File: config.mk
export PLATFORM = sky130hd
export DESIGN_NAME = serializer_flat
export DESIGN_NICKNAME = d
export VERILOG_FILES = /design/src/rtl/serdes_pkg.sv /design/src/rtl/serializer_if.sv /design/src/rtl/cmn_EnResetReg.sv /design/src/rtl/serializer_ctrl.sv /design/src/rtl/serializer.sv /design/src/flat_wrapper.sv
export SDC_FILE = /design/constraint.sdc
export NUM_CORES = 1
export LEC_CHECK = 0
export ABC_AREA = 0
export CAP_MARGIN = 20
export CELL_PAD_IN_SITES_DETAIL_PLACEMENT = 0
export CELL_PAD_IN_SITES_GLOBAL_PLACEMENT = 1
export CORE_UTILIZATION = 39
export DETAILED_ROUTE_END_ITERATION = 16
export GPL_TIMING_DRIVEN = 0
export PLACE_DENSITY = 0.87
export SYNTH_ARGS = -nofsm -noshare
export SYNTH_HDL_FRONTEND = slang
export SYNTH_HIERARCHICAL = 1
export SYNTH_SLANG_ARGS = --single-unit
File: constraint.sdc
create_clock -name clk -period 2.1 [get_ports clk]
set_input_delay 0.21 -clock clk [delete_from_list [all_inputs] [get_ports clk]]
set_output_delay 0.21 -clock clk [all_outputs]
set_load 0.02 [all_outputs]
File: src/rtl/serdes_pkg.sv
// Shared serdes types: the two-state frame controller encoding used by both
// the serializer and the deserializer control blocks.
package serdes_pkg;

    typedef enum logic [1:0] {
        IDLE = 2'd0,
        SEND = 2'd1
    } serdes_state_e;

endpackage

File: src/rtl/serializer_if.sv
// Frame-in / word-out handshake bundle for the serializer.
// Optional macro SERIALIZER_LAST_EN adds the send_last frame delimiter.
interface serializer_if #(
    parameter int unsigned N_SAMPLES = 8,
    parameter int unsigned BIT_WIDTH = 32
);
    logic                 recv_val;
    logic                 recv_rdy;
    logic [BIT_WIDTH-1:0] recv_msg [N_SAMPLES];
    logic                 send_val;
    logic                 send_rdy;
    logic [BIT_WIDTH-1:0] send_msg;
`ifdef SERIALIZER_LAST_EN
    logic                 send_last;
`endif

    // Serializer side
    modport slave (
        input  recv_val, recv_msg, send_rdy,
        output recv_rdy, send_val, send_msg
`ifdef SERIALIZER_LAST_EN
        , output send_last
`endif
    );

    // Producer / consumer side
    modport master (
        output recv_val, recv_msg, send_rdy,
        input  recv_rdy, send_val, send_msg
`ifdef SERIALIZER_LAST_EN
        , input send_last
`endif
    );
endinterface

File: src/rtl/cmn_EnResetReg.sv
// Common enabled register with synchronous active-high reset to zero.
module cmn_EnResetReg #(
    parameter int unsigned WIDTH = 1
) (
    input  logic             clk,
    input  logic             reset,
    input  logic             en,
    input  logic [WIDTH-1:0] d,
    output logic [WIDTH-1:0] q
);
    // Load d when enabled, otherwise hold
    always_ff @(posedge clk) begin
        if (reset)
            q <= '0;
        else if (en)
            q <= d;
    end
endmodule

File: src/rtl/serializer_ctrl.sv
// Serializer control: IDLE/SEND FSM plus word index counter.
// All outputs registered; load_en is the recv handshake (recv_rdy is a flop).
// Optional macro SERIALIZER_LAST_EN adds the registered send_last output.
module serializer_ctrl
    import serdes_pkg::*;
#(
    parameter int unsigned N_SAMPLES = 8,
    parameter int unsigned IDX_W     = $clog2(N_SAMPLES)
) (
    input  logic             clk,
    input  logic             reset,
    input  logic             recv_val,
    input  logic             send_rdy,
    output logic             load_en,
    output logic [IDX_W-1:0] idx,
    output logic             send_val,
    output logic             recv_rdy
`ifdef SERIALIZER_LAST_EN
    , output logic           send_last
`endif
);
    localparam logic [IDX_W:0] IDX_END  = (IDX_W+1)'(N_SAMPLES);
    localparam logic [IDX_W:0] IDX_LAST = (IDX_W+1)'(N_SAMPLES - 1);

    serdes_state_e  state;
    logic [IDX_W:0] idx_next;

    assign idx_next = {1'b0, idx} + 1'b1;
    assign load_en  = recv_val && recv_rdy;

    // Frame FSM with registered handshake outputs and index counter
    always_ff @(posedge clk) begin
        if (reset) begin
            state    <= IDLE;
            idx      <= '0;
            recv_rdy <= 1'b1;
            send_val <= 1'b0;
`ifdef SERIALIZER_LAST_EN
            send_last <= 1'b0;
`endif
        end else begin
            case (state)
                IDLE: begin
                    if (recv_val) begin
                        state    <= SEND;
                        idx      <= '0;
                        recv_rdy <= 1'b0;
                        send_val <= 1'b1;
                    end
                end
                SEND: begin
                    if (send_rdy) begin
                        if (idx_next == IDX_END) begin
                            state    <= IDLE;
                            idx      <= '0;
                            recv_rdy <= 1'b1;
                            send_val <= 1'b0;
`ifdef SERIALIZER_LAST_EN
                            send_last <= 1'b0;
`endif
                        end else begin
                            idx <= idx_next[IDX_W-1:0];
`ifdef SERIALIZER_LAST_EN
                            send_last <= (idx_next == IDX_LAST);
`endif
                        end
                    end
                end
                default: begin
                    state    <= IDLE;
                    idx      <= '0;
                    recv_rdy <= 1'b1;
                    send_val <= 1'b0;
`ifdef SERIALIZER_LAST_EN
                    send_last <= 1'b0;
`endif
                end
            endcase
        end
    end
endmodule

File: src/rtl/serializer.sv
// Parallel-to-serial stage: registers a whole frame on one recv handshake,
// then emits words index 0 first, one per send handshake.
// Optional macro SERIALIZER_LAST_EN drives send_last on the final word.
module serializer
    import serdes_pkg::*;
#(
    parameter int unsigned N_SAMPLES = 8,
    parameter int unsigned BIT_WIDTH = 32
) (
    input  logic            clk,
    input  logic            reset,
    serializer_if.slave     io
);
    localparam int unsigned IDX_W = $clog2(N_SAMPLES);

    logic                 load_en;
    logic [IDX_W-1:0]     idx;
    logic                 send_val;
    logic                 recv_rdy;
    logic [BIT_WIDTH-1:0] data_q [N_SAMPLES];
`ifdef SERIALIZER_LAST_EN
    logic                 send_last;
`endif

    serializer_ctrl #(
        .N_SAMPLES (N_SAMPLES),
        .IDX_W     (IDX_W)
    ) u_ctrl (
        .clk       (clk),
        .reset     (reset),
        .recv_val  (io.recv_val),
        .send_rdy  (io.send_rdy),
        .load_en   (load_en),
        .idx       (idx),
        .send_val  (send_val),
        .recv_rdy  (recv_rdy)
`ifdef SERIALIZER_LAST_EN
        , .send_last (send_last)
`endif
    );

    for (genvar i = 0; i < N_SAMPLES; i++) begin : g_data
        cmn_EnResetReg #(
            .WIDTH (BIT_WIDTH)
        ) u_reg (
            .clk   (clk),
            .reset (reset),
            .en    (load_en),
            .d     (io.recv_msg[i]),
            .q     (data_q[i])
        );
    end

    assign io.recv_rdy = recv_rdy;
    assign io.send_val = send_val;
    assign io.send_msg = data_q[idx];
`ifdef SERIALIZER_LAST_EN
    assign io.send_last = send_last;
`endif
endmodule
File: src/flat_wrapper.sv
// flat-port wrapper written by rule: the top's interface ports become plain ports
module serializer_flat import serdes_pkg::*;
#(
    parameter int unsigned N_SAMPLES = 8,
    parameter int unsigned BIT_WIDTH = 32
)
  (clk, reset, io_recv_val, io_recv_msg, io_send_rdy, io_recv_rdy, io_send_val, io_send_msg);
  serializer_if #(.N_SAMPLES(N_SAMPLES), .BIT_WIDTH(BIT_WIDTH)) io_i ();
  input  logic clk;
  input  logic reset;
  input wire logic [$bits(io_i.recv_val)-1:0] io_recv_val;
  input wire logic [$bits(io_i.recv_msg)-1:0] io_recv_msg;
  input wire logic [$bits(io_i.send_rdy)-1:0] io_send_rdy;
  output wire logic [$bits(io_i.recv_rdy)-1:0] io_recv_rdy;
  output wire logic [$bits(io_i.send_val)-1:0] io_send_val;
  output wire logic [$bits(io_i.send_msg)-1:0] io_send_msg;
  assign io_i.recv_val = io_recv_val;
  assign io_i.recv_msg = {>>{io_recv_msg}};
  assign io_i.send_rdy = io_send_rdy;
  assign io_recv_rdy = io_i.recv_rdy;
  assign io_send_val = io_i.send_val;
  assign io_send_msg = io_i.send_msg;
  serializer #(.N_SAMPLES(N_SAMPLES), .BIT_WIDTH(BIT_WIDTH)) u_core (.clk(clk), .reset(reset), .io(io_i));
endmodule
# After elaboration in Yosys (flattened, before gate mapping)
# Index checks and enable logic that the tools add are counted.
dict set report op_classes {
  add_sub_neg 1
  n_lt_le_gt_ge 1
  n_eq_ne 5
  mux 19
  bitwise_logic 1
  n_reduce_logical 4
}
# op count
set ops {}
lappend ops {{$bmux W32 S3} 1}
lappend ops {{$mux W32} 2}
lappend ops {{$mux W3} 3}
lappend ops {{$mux W1} 6}
lappend ops {{$mux W2} 3}
lappend ops {{$ne A2 B2 Y1 const B} 3}
lappend ops {{$pmux W3 S2} 1}
lappend ops {{$add A3 B1 Y4 const B} 1}
lappend ops {{$eq A4 B4 Y1 const B} 1}
lappend ops {{$ge A4 B4 Y1 const B} 1}
lappend ops {{$not A3 Y4} 1}
lappend ops {{$pmux W1 S2} 2}
lappend ops {{$pmux W2 S2} 1}
lappend ops {{$reduce_and A3 Y1} 1}
lappend ops {{$eq A2 B1 Y1 const B} 1}
lappend ops {{$logic_not A2 Y1} 1}
lappend ops {{$reduce_and A2 Y1} 1}
lappend ops {{$logic_and A1 B1 Y1} 1}
dict set report totals {
  register_bits 263
  inputBits 260
  output_inout_bits 34
  word_cells 43
}

# Logic depth before layout (Yosys ltp)
# Gate-level depths: netlist (run 1).
dict set report logic_depth {
  word_depth 5
  depth_mapped 5
  mapped_depth_nobuf 4
}

# Hierarchy
# Netlist (run 1), hierarchy kept.
# mod n_inst cells_per_inst area_per_inst_um2
set by_module_without_submodules {}
lappend by_module_without_submodules {cmn_EnResetReg 8 103 1163.6}
lappend by_module_without_submodules {serializer 1 114 2073.2}
lappend by_module_without_submodules {serializer_ctrl 1 28 251.5}

# Least setup slack after synthesis (run 1)
# No wires, ideal clock.
dict set report synth_path {
  path_type {flip-flop to output port}
  from {reg u_core.u_ctrl.idx[0]}
  to {out io_send_msg[11]}
  arrival_time_ns 1.552
  slack_ns 0.338
  stages_incl_launch_ff 5
  n_path_buf 2
  cell_sequence {dfxtp_1 -> buf_6 -> buf_6 -> mux4_1 -> mux2_2}
}
dict set report synth_between {
  elab_chain_cells 4
}
# item line
set synth_rtl {}
lappend synth_rtl {{start, declared} serializer_ctrl.sv:15} ;# output logic [IDX_W-1:0] idx,
lappend synth_rtl {{start signal, assigned} serializer_ctrl.sv:62} ;# idx <= idx_next[IDX_W-1:0];
lappend synth_rtl {{$not A3 Y4 (implied by the code)} serializer.sv:56} ;# assign io.send_msg = data_q[idx];
lappend synth_rtl {{$bmux W32 S3} serializer.sv:56}
lappend synth_rtl {{$mux W32 (implied by the code) (2 in series)} serializer.sv:56}
lappend synth_rtl {{end, declared} flat_wrapper.sv:16} ;# output wire logic [$bits(io_i.send_msg)-1:0] io_send_msg;
# No other way between the ends. The select of a mux whose other input is x is not followed.

# Final worst setup path (run 1)
dict set report layout_path {
  from {reg u_core.u_ctrl.idx[0]}
  to {out io_send_msg[0]}
}
# The elaborated chain is that of the path after synthesis.

==> results of run 1 <==
routing by layer:
metal  part of all wire  wire [um]
met1               0.43      14900
met2               0.48      16900
met3              0.072       2520
met4              0.019        660
met5            0.00037         13
logic make-up (layout without fill, tap and decap cells):
logic type,count (synthesis),after routing,share of synthesized area
AOI/OAI and AO/OA,6,6,0.00280
adders and majority gates,1,1,0.00108
buffers and inverters,76,440,0.0682
DFF,261,261,0.449
muxes,353,353,0.389
other,0,2,0
and+or+nand+nor,269,269,0.0898
timing repair:
item,4_1_cts,5_1_grt
setup buffers,13,5
setup endpoints to repair,32,32
resized for setup,262,18
pin swaps,0,0
gates cloned,4,1
power groups by stage:
stage / Clock (mW) / Combinational, mW / Sequential, mW
2_1_floorplan: 0 / 1.19 / 5.48
3_3_place_gp: 0 / 2.04 / 5.52
3_5_place_dp: 0 / 2.06 / 5.54
4_1_cts: 5.37 / 2.17 / 5.44
5_1_grt: 5.59 / 2.30 / 5.48
6_report: 5.27 / 2.16 / 5.44
critical path: cells and delay by family, from the launching register on:
family	cells	cell delay, ps
multiplexers	2	840
buffers and inverters	4	560
flip-flops	1	380
registers in the layout, indices dropped and copies added (netlist names):
name / flops
u_core/g_data.u_reg/q: 256
u_core/u_ctrl/idx: 3
u_core/u_ctrl/recv_rdy: 1
u_core/u_ctrl/send_val: 1
cell type report:
| class | count | area share |
|---|---|---|
| antenna | 2 | 0.000306 |
| buffer | 75 | 0.0549 |
| clock buffer | 38 | 0.0495 |
| clock inverter | 14 | 0.0116 |
| inverter | 1 | 0.000230 |
| multi-input combinational | 629 | 0.340 |
| sequential | 261 | 0.320 |
| tap | 384 | 0.0294 |
| timing repair buffer | 312 | 0.194 |
through the flow:
stage / setup slack [ps] / instance area (sq um) / hold slack, ps
3_5_place_dp: -764 / 15000 / 473
4_1_cts: -487 / 16300 / 262
3_3_place_gp: -726 / 15000 / 463
2_1_floorplan: 338 / 11600 / 279
6_report: -439 / 16400 / 276
5_1_grt: -518 / 16400 / 285
cell usage in the layout, fill, tap and decap left out, drive strengths merged:
cell type,Yosys,final
clkdlybuf4s50,0,260
diode,0,2
a21oi,2,2
dfxtp,261,261
clkinv,0,6
nand3b,2,2
and2,1,1
clkbuf,26,64
a31oi,2,2
mux2,33,33
and4,1,1
ha,1,1
nand4b,1,1
and2b,2,2
clkinvlp,0,3
nand3,1,1
nand2,2,2
buf,49,101
nor3b,1,1
mux2i,256,256
bufinv,0,4
nor2,258,258
mux4,64,64
o21ai,2,2
inv,1,2
worst paths after layout:
check / end / depth (start not counted)
max reg2reg: u_core/g_data[4].u_reg/q[15]$_SDFFE_PP0P_ / 5
min: u_core/u_ctrl/idx[1]$_SDFFE_PP0P_ / 2
max: io_send_msg[0] / 6
min reg2reg: u_core/g_data[5].u_reg/q[15]$_SDFFE_PP0P_ / 2
==> impl_metrics.ini, run 1 <==
[floorplan]
ios = 294
initial_core_util = 0.401
num_rows = 62
design.die.area_sq_um = 30500
die_w_um = 175
coreArea_sq_um = 29000
fp.dieH_um = 175

[worst_setup_path]
max_stage_delay_ps = 550
criticalPathCategory = reg -> out
crit_top_cell = buf_12
crit_chain = buf_12 -> buf_4 -> buf_12 -> mux4_2 -> mux2_4 -> buf_2
critPathArrivalTime_ps = 2330
worstSetupStartpoint = u_core/u_ctrl/idx[0]$_SDFFE_PP0P_
path_max_fanout = 8
rrSetupSlack_ps = 460
critPathSlowestCell = mux4_2
required_ps = 1890
startpoint_type = flip-flop
rr_startpoint = u_core/u_ctrl/recv_rdy$_SDFFE_PP1P_
crit_path_end_kind = output port

[power_and_ir_drop]
pwr-share-seq = 0.423
power.total_mw = 12.9
pwr-share-clk = 0.409
switchingPower_mw = 3.11
power_leakage_nw = 6.69
ir_worst_vdd_uv = 552
p_comb_frac = 0.168
swShare = 0.242
p_int_mw = 9.77
power.density_nw_per_um2 = 787

[sta]
finalCritPeriodShare = 1.21
timing.setup.tns_ps = -11590
period_needed_ps = 2540
fmax_mhz = 394
setup_viol = 32
relSlewSlack = 0.413
hold_viol_final = 0
worst_pin_slew_ps = 881
final.setup_skew_ps = 9.17
slew_violations = 0
rsz0062_at_grt = yes
finalWorstSetupSlack_ps = -439

[layout]
register_area_sq_um = 5230
area_growth_pct = 40.5
fill_cells = 2552
final_cells = 1716
multi_input_area_sq_um = 5570
drive_gt1_frac = 0.183
final_util = 0.564
nNetsFinal = 1570

[global_route]
grt_max_degree = 45
grt_usage = 0.227
antenna_found_initial = 4
grt_pass1_wl_um = 52700
grt-ovfl-total = 0
use_met3 = 0.0529
grt.busiest_layer = met2
use_met2 = 0.383
use_met1 = 0.293
grt_pass1_vias = 8923

[synth]
synth-edff-count = 0
syn-num-nets = 1227
synth_cells = 966
synthTopCellsByArea = dfxtp_1, mux2i_1, mux4_1, nor2_1, mux4_2
synth_top_area_frac = 0.449
avgSynthCellArea_sq_um = 12.0
ys.flop_type = dfxtp_1
yosys_warnings = 6
synth.distinct_cells = 25
async_reset_ff_frac = 0
ys_seq_area_frac = 0.449
yosysMostFrequentCell = dfxtp_1
yosys.area.top_type = dfxtp_1
ys_top_cells_by_count = dfxtp_1, nor2_1, mux2i_1, mux4_1, mux2_2
synth-seq-cells = 261
synth_area_sq_um = 11600

[detailed_routing]
wl_per_cell_um = 20.4
drt_iter0_markers = 502
dr.pass1.iters = 5
route.detailed.drc = 0
vias_per_cell = 5.02
vias = 8610
ant_nets = 0
routed_wl_um = 35000

[clock_tree]
hold_buffers = 0
clock-root-buffer = clkbuf_16
cts.htree.levels = 1
numCtsBuffers = 29
clkTransAtPathRegs_ps = 60
clk-insertion-delay-late_ps = 530
clock_tree.buffer_depth = 3
cts_sinks = 261
cts_tree = yes

[place]
dp.cells = 1643
hpwlAfterDp_um = 24500
io_buffers = 293
place_congestion = 0.812

[run]
timing.max_cap.violations = 0

[run_status]
violations = negative setup slack
status = finished, violations left

[worst_hold_path]
min_from = reset
hold_class = in -> reg
Power figures use the tool's default switching activity.
==> run 2: changes to the inputs <==
- SETUP_SLACK_MARGIN: default -> 0.3
==> run 2 against run 1 <==
Effect of this change:
- the run still ends with negative setup slack left
- sequential cell count stayed put
- final area rose by 0.66%
- utilization up 0.37 points
- global-route usage about the same
- hold slack got worse by 9.3 ps
- first-iteration DRC count shrank 1.8%
- highest routed layer unchanged
==> impl_metrics.ini, run 2 (synthesis gave the netlist of run 1 again) <==
[worst_setup_path]
startpoint_type = flip-flop
crit_path_end_kind = output port
criticalPathCategory = reg -> out
critPathArrivalTime_ps = 2340
required_ps = 1890
path_max_fanout = 8

[layout]
area_growth_pct = 41.5
final_cell_mix = dfxtp_1, clkdlybuf4s50_1, nor2_1, mux2i_1, mux4_2
final_common_cell = dfxtp_1
nNetsFinal = 1575
drive_gt1_frac = 0.187
reg_top3 = u_core/g_data.u_reg/q (256), u_core/u_ctrl/idx (3)
final_util = 0.567
top_register = u_core/g_data.u_reg/q
largest_reg_flops = 256

[detailed_routing]
ant_nets = 0
dr.pass1.iters = 5
highest_layer = met5
route.detailed.drc = 0
drt_iter0_markers = 493
routed_wl_um = 35100
wl_per_cell_um = 20.4
wirelength_met1_um = 15000
met2WireLength_um = 16900
vias_per_cell = 5.02
vias = 8646
dr_wl_met3_um = 2510

[sta]
rsz0062_at_grt = yes
finalWorstSetupSlack_ps = -447
fmax_mhz = 393
period_needed_ps = 2550
slew_violations = 0
finalCritPeriodShare = 1.21
hold_viol_final = 0
worst_pin_slew_ps = 862
relSlewSlack = 0.425
setup_viol = 32
holdWs_ps = 267
final.setup_skew_ps = 12.2

[clock_tree]
cts.htree.levels = 1
cts_tree = yes
cts_sinks = 261
numCtsBuffers = 29
clock-root-buffer = clkbuf_16
clkTransAtPathRegs_ps = 60
clk-insertion-delay-late_ps = 540
clock_tree.buffer_depth = 3

[global_route]
antenna_found_initial = 4
grt_pass1_vias = 8930
grt-ovfl-total = 0
grt_max_degree = 45
grt_usage = 0.227
grt_pass1_wl_um = 52800

[run]
timing.max_cap.violations = 0

[floorplan]
ios = 294
num_rows = 62
coreArea_sq_um = 29000
die_w_um = 175
fp.dieH_um = 175
design.die.area_sq_um = 30500
initial_core_util = 0.401

[worst_hold_path]
hold_class = in -> reg

[run_status]
status = finished, violations left
violations = negative setup slack

[place]
hpwlAfterDp_um = 24500
dp_slack_ps = -764
place_congestion = 0.812
io_buffers = 293

[power_and_ir_drop]
ir_worst_vdd_uv = 552
power_leakage_nw = 6.74
power.density_nw_per_um2 = 784
run 2: cell count changes in the layout (fill, tap and decap cells not counted):
cell	delta
dlymetal6s2s_1	+1
buf_6	+2
buf_16	+3
clkdlybuf4s50_1	-1
run 2: final cells by class:
cell class                      instances  area, sq um
Multi-Input combinational cell        629         5570
Timing Repair Buffer                  317         3280
Inverter                                1         3.75
Clock inverter                         14          189
Buffer                                 75          895
Fill cell                            2545        12600
Clock buffer                           38          810
Sequential cell                       261         5230
Antenna cell                            2         5.00
Tap cell                              384          480
run 2: what timing repair did:
| action | in CTS | in global routing |
|---|---|---|
| gates resized for setup | 264 | 19 |
| endpoints found under the hold margin | 0 | 0 |
| hold buffers | 0 | 0 |
| endpoints found under the setup margin | 32 | 33 |
| buffers inserted | 13 | 6 |
| gates cloned | 4 | 1 |
run 2: power breakdown:
part	leakage, nW	internal, mW	switching (mW)
registers	2.15	5.28	0.168
clock network	0.483	3.20	2.07
logic	4.11	1.30	0.882
run 2: metrics by stage:
step	cells	power, mW	area (sq um)	setup TNS, ps
CTS	1712	13.0	16400	-12600
floorplan	966	6.67	11600	0
detailed placement	1643	7.60	15000	-21760
finish	1721	12.9	16500	-12170
global placement	1643	7.57	15000	-145660
global route	1721	13.4	16500	-14440
run 2: path summary, 6_finish.rpt:
check	startpoint	endpoint	slack, ps	depth (start not counted)
min reg2reg	u_core/g_data[5].u_reg/q[15]$_SDFFE_PP0P_	u_core/g_data[5].u_reg/q[15]$_SDFFE_PP0P_	480	2
min	reset	u_core/u_ctrl/idx[1]$_SDFFE_PP0P_	270	2
max	u_core/u_ctrl/idx[0]$_SDFFE_PP0P_	io_send_msg[28]	-450	7
max reg2reg	u_core/u_ctrl/recv_rdy$_SDFFE_PP1P_	u_core/g_data[4].u_reg/q[15]$_SDFFE_PP0P_	460	5
run 2: critical path, stage by stage (launching register included):
cell and delay [ps]:
dfxtp_4 380, buf_12 150, buf_12 110, buf_16 120
buf_6 90, mux4_2 520, mux2_4 280, buf_6 140
run 2: layer usage:
metal,track usage,vias to the layer above
met5,0,-
met4,0.0511,2
met3,0.0529,44
met2,0.383,291
met1,0.293,4223
li1,-,4086
